--- config.mk ---
export PLATFORM = sky130hd
export DESIGN_NAME = game_flow_ctrl
export DESIGN_NICKNAME = d
export VERILOG_FILES = /design/src/rtl/game_flow_ctrl.sv
export SDC_FILE = /design/constraint.sdc
export NUM_CORES = 1
export LEC_CHECK = 0
export ABC_AREA = 1
export CELL_PAD_IN_SITES_DETAIL_PLACEMENT = 0
export CELL_PAD_IN_SITES_GLOBAL_PLACEMENT = 1
export CORE_UTILIZATION = 43
export CTS_BUF_LIST = sky130_fd_sc_hd__clkbuf_16
export CTS_CLUSTER_DIAMETER = 60
export DETAILED_ROUTE_END_ITERATION = 6
export HOLD_SLACK_MARGIN = 0.15
export PLACE_DENSITY_LB_ADDON = 0.1
export SLEW_MARGIN = 15
export SYNTH_ARGS = -nofsm -noshare
export SYNTH_HDL_FRONTEND = slang
export SYNTH_SLANG_ARGS = --single-unit
--- constraint.sdc ---
create_clock -name clk -period 3.3 [get_ports clk]
set_input_delay 0.99 -clock clk [delete_from_list [all_inputs] [get_ports clk]]
set_output_delay 0.99 -clock clk [all_outputs]
set_load 0.02 [all_outputs]
--- src/rtl/game_flow_ctrl.sv ---
// Game-level sequencer for the paddle game: serve/play/win/lose flow, score, lives,
// ball gating and the win-letter reveal mask. All timing is counted in frame ticks.
module game_flow_ctrl #(
  parameter int WIN_SCORE     = 10,
  parameter int LIVES         = 3,
  parameter int SERVE_FRAMES  = 60,
  parameter int LETTER_FRAMES = 30,
  parameter int HOLD_FRAMES   = 300
) (
  input  logic       clk,
  input  logic       rst,
  input  logic       frame_tick,
  input  logic       start_btn,
  input  logic       ball_hit,
  input  logic       ball_miss,
  output logic       game_run,
  output logic       ball_reset,
  output logic [3:0] score,
  output logic [2:0] lives,
  output logic       win,
  output logic       lose,
  output logic [3:0] letter_mask,
  output logic [2:0] state
);

  typedef enum logic [2:0] {
    IDLE  = 3'd0,
    SERVE = 3'd1,
    PLAY  = 3'd2,
    WIN   = 3'd3,
    LOSE  = 3'd4
  } state_t;

  localparam logic [3:0]  WIN_S       = 4'(WIN_SCORE);
  localparam logic [2:0]  LIVES_I     = 3'(LIVES);
  localparam logic [15:0] SERVE_LAST  = 16'(SERVE_FRAMES - 1);
  localparam logic [15:0] LETTER_LAST = 16'(LETTER_FRAMES - 1);
  localparam logic [15:0] HOLD_LAST   = 16'(HOLD_FRAMES - 1);

  state_t      st;
  logic [15:0] fcnt;

  assign state = st;

  // fcnt is cleared on every transition; that later assignment overrides the tick
  // increment, so a tick coincident with a state change is not counted.
  always_ff @(posedge clk) begin
    if (rst) begin
      st          <= IDLE;
      fcnt        <= '0;
      score       <= '0;
      lives       <= LIVES_I;
      game_run    <= 1'b0;
      ball_reset  <= 1'b0;
      win         <= 1'b0;
      lose        <= 1'b0;
      letter_mask <= '0;
    end else begin
      ball_reset <= 1'b0;
      if (frame_tick) fcnt <= fcnt + 16'd1;
      case (st)
        IDLE: begin
          if (start_btn) begin
            st         <= SERVE;
            score      <= '0;
            lives      <= LIVES_I;
            ball_reset <= 1'b1;
            fcnt       <= '0;
          end
        end
        SERVE: begin
          game_run <= 1'b0;
          if (frame_tick && fcnt == SERVE_LAST) begin
            st       <= PLAY;
            game_run <= 1'b1;
            fcnt     <= '0;
          end
        end
        PLAY: begin
          if (ball_miss) begin
            game_run <= 1'b0;
            fcnt     <= '0;
            if (lives <= 3'd1) begin
              lives <= '0;
              lose  <= 1'b1;
              st    <= LOSE;
            end else begin
              lives      <= lives - 3'd1;
              ball_reset <= 1'b1;
              st         <= SERVE;
            end
          end else if (ball_hit && score < WIN_S) begin
            score <= score + 4'd1;
            if (score + 4'd1 == WIN_S) begin
              st          <= WIN;
              win         <= 1'b1;
              letter_mask <= 4'b0001;
              game_run    <= 1'b0;
              fcnt        <= '0;
            end
          end
        end
        WIN: begin
          if (frame_tick) begin
            if (letter_mask != 4'b1111) begin
              // Restart the count per letter; the hold period starts at the last reveal.
              if (fcnt == LETTER_LAST) begin
                letter_mask <= {letter_mask[2:0], 1'b1};
                fcnt        <= '0;
              end
            end else if (fcnt == HOLD_LAST) begin
              st          <= IDLE;
              win         <= 1'b0;
              letter_mask <= '0;
              fcnt        <= '0;
            end
          end
        end
        LOSE: begin
          if (frame_tick && fcnt == HOLD_LAST) begin
            st   <= IDLE;
            lose <= 1'b0;
            fcnt <= '0;
          end
        end
        default: begin
          st          <= IDLE;
          game_run    <= 1'b0;
          win         <= 1'b0;
          lose        <= 1'b0;
          letter_mask <= '0;
          fcnt        <= '0;
        end
      endcase
    end
  end

endmodule
==> flow_summary.json <==
{
  "required_ns": 3.45,
  "r2r_cells": 10,
  "leakagePower_nw": 0.992,
  "wire_per_inst_um": 10.9,
  "die_x_um": 71.2,
  "fp.dieArea_sq_um": 5070,
  "clk_pin_slew_ns": 0.05,
  "drt_pass1_iterations": 6,
  "n_fill_cell": 456,
  "cp_max_fo": 16,
  "synth.distinct_cells": 32,
  "rows": 24,
  "hold_viol_final": 0,
  "viasPerCell": 4.67,
  "drcViolationCount": 2,
  "cts_hold_buf": 0,
  "crit_path_end_kind": "register",
  "cts_root_buffer": "clkbuf_16",
  "place.gp.congestion": 0.813,
  "cts_buffers": 5,
  "clockBufferDepth": 2,
  "rr_endpoint": "fcnt[14]",
  "die_h_um": 71.2,
  "violations": "DRC",
  "max_cap_violations": 0,
  "ys_ff_latch": 34,
  "cts_setup_buffers": 0,
  "ys_seq_area_frac": 0.330,
  "fmaxAchievable_mhz": 405,
  "clk_latency_ns": 0.28,
  "final_cell_area_sq_um": 2450,
  "ys_top_cells_by_count": "67 x nand2_1, 48 x nor2_1, 34 x dfxtp_1",
  "start_util": 0.461,
  "antenna_found_initial": 0,
  "yosys_warnings": 0,
  "tns_ns": 0,
  "p_per_area_nw_per_um2": 718,
  "area_growth_syn_to_layout_pct": 19.1,
  "grt_pass1_vias": 1660,
  "finalCriticalPeriod_ns": 2.47,
  "grt_max_degree": 17,
  "n_antenna_cell": 0,
  "synth_edf_count": 0,
  "worstHoldEndpoint": "lose",
  "skew_ns": 0.00619,
  "worst_slew_pin_slew_ns": 0.495,
  "port_buffers": 23,
  "ios": 24,
  "cts_tree": "yes",
  "worstHoldStart": "lose",
  "reg2reg_from": "score[0]",
  "drive_gt1_frac": 0.134,
  "coreArea_sq_um": 4470,
  "wl_um": 4090,
  "relSlewSlack": 0.669,
  "grt_use_total": 0.176,
  "status": "finished with violations",
  "drv_slew": 0,
  "dp_hpwl_um": 3130,
  "vias": 1745,
  "async_reset_ff_frac": 0,
  "synth-main-ff-cell": "dfxtp_1",
  "cts_num_sinks": 34,
  "drtIter0Drc": 84,
  "grt_pass1_wl_um": 7110,
  "r2r_slack_ns": 1.42,
  "h-tree-depth": 2,
  "vdd.ir_drop.worst_mv": 0.375,
  "synth_top_cell_by_area": "dfxtp_1",
  "setup_viol": 0,
  "whs_path_depth": 2,
  "post-route-period-util": 0.747,
  "rsz0062_at_grt": "false",
  "synth_top_area_share": 0.330,
  "worstPathArrival_ns": 2.62,
  "ant_nets": 0,
  "dpl_cell_area_sq_um": 2320,
  "post_cts_resized": 0,
  "post_synth.cell_area_avg_sq_um": 6.99,
  "gr-total-overflow": 0,
  "synth.net_count": 306,
  "syn-cell-area_sq_um": 2060,
  "worst_hold_path_type": "register to register",
  "yosysMostFrequentCell": "nand2_1",
  "layout.nets": 332,
  "netlist_instances": 295,
  "cp-start-kind": "input port",
  "crit_type": "input port to register",
  "yosys-top-cells-area": "dfxtp_1 33%, nand2_1 12%, nor2_1 8.7%"
}
metal layers:
metal / up-vias / global-route usage / part of all wire
li1: 969 / - / -
met1: 748 / 0.250 / 0.54
met2: 22 / 0.267 / 0.42
met3: 6 / 0.0295 / 0.028
met4: 0 / 0.0667 / 0.014
met5: - / 0 / 0
flip-flops by register name, indices dropped and copies added, names as in the netlist:
name and count:
lose 1, score 4, lives 3, ball_reset 1
win 1, fcnt 16, letter_mask 4, state 3
game_run 1
power breakdown:
part           switching (W)  internal, W  leakage (nW)  total, W
clock               0.000164     0.000272        0.0724  0.000436
sequential         0.0000769     0.000484         0.276  0.000561
combinational       0.000471     0.000294         0.644  0.000764
worst max-delay path, stage by stage:
cell and delay [ns]:
clkdlybuf4s50_1 0.61, nand2_1 0.12, nor2_1 0.12, nand2_1 0.07
nand2_1 0.07, nand2_2 0.08, nand3b_4 0.17, nand2_4 0.30
nor2_1 0.08
layout by cell type (no fill, tap or decap), types with 6 or more instances in the layout:
| cell type | instances |
|---|---|
| nand2_1 | 67 |
| nor2_1 | 48 |
| dfxtp_1 | 34 |
| inv_1 | 30 |
| clkdlybuf4s50_1 | 23 |
| nand3_1 | 19 |
| a21oi_1 | 15 |
| nor2_4 | 12 |
| xor2_1 | 9 |
| nor2_2 | 8 |
| o21ai_0 | 8 |
| inv_2 | 6 |
metrics by stage:
stage / util / power, W / hold WS [ns] / worst slack (ns) / std cells
4_1_cts: 0.548 / 0.00178 / 0.471 / 0.821 / 374
2_1_floorplan: - / 0.00114 / 0.523 / 1.23 / 295
5_1_grt: 0.548 / 0.00190 / 0.507 / 0.675 / 374
6_report: 0.548 / 0.00176 / 0.461 / 0.833 / 374
3_3_place_gp: 0.518 / 0.00134 / 0.454 / 0.576 / 366
3_5_place_dp: 0.518 / 0.00134 / 0.461 / 0.540 / 366
area by class of cell:
type,count,area (sq um),area share
inverter,37,139,0.0566
sequential,34,681,0.277
clock buffer,5,125,0.0510
tap,52,65.1,0.0265
multi-input combinational,220,1200,0.490
timing repair buffer,23,230,0.0938
clock inverter,3,12.5,0.00510
cell families (layout without fill, tap and decap cells):
| group | count (synthesis) | after routing | synth area share |
|---|---|---|---|
| compound gates | 28 | 28 | 0.0753 |
| xor+xnor | 14 | 14 | 0.0595 |
| fa+ha+maj | 5 | 5 | 0.0304 |
| buf+inv | 41 | 68 | 0.0868 |
| flops | 34 | 34 | 0.330 |
| simple gates | 173 | 173 | 0.418 |
how the worst max path moves through the flow:
stage | from | end | slack [ns] | cells past startpoint
5_1_grt | frame_tick | fcnt[5] | 0.68 | 9
4_1_cts | frame_tick | fcnt[14] | 0.82 | 9
6_report | frame_tick | fcnt[14] | 0.83 | 9
2_1_floorplan | frame_tick | fcnt[1] | 1.23 | 10
3_3_place_gp | frame_tick | fcnt[14] | 0.58 | 8
3_5_place_dp | frame_tick | fcnt[14] | 0.54 | 8
Note: power is estimated with default switching activity, not from simulation.
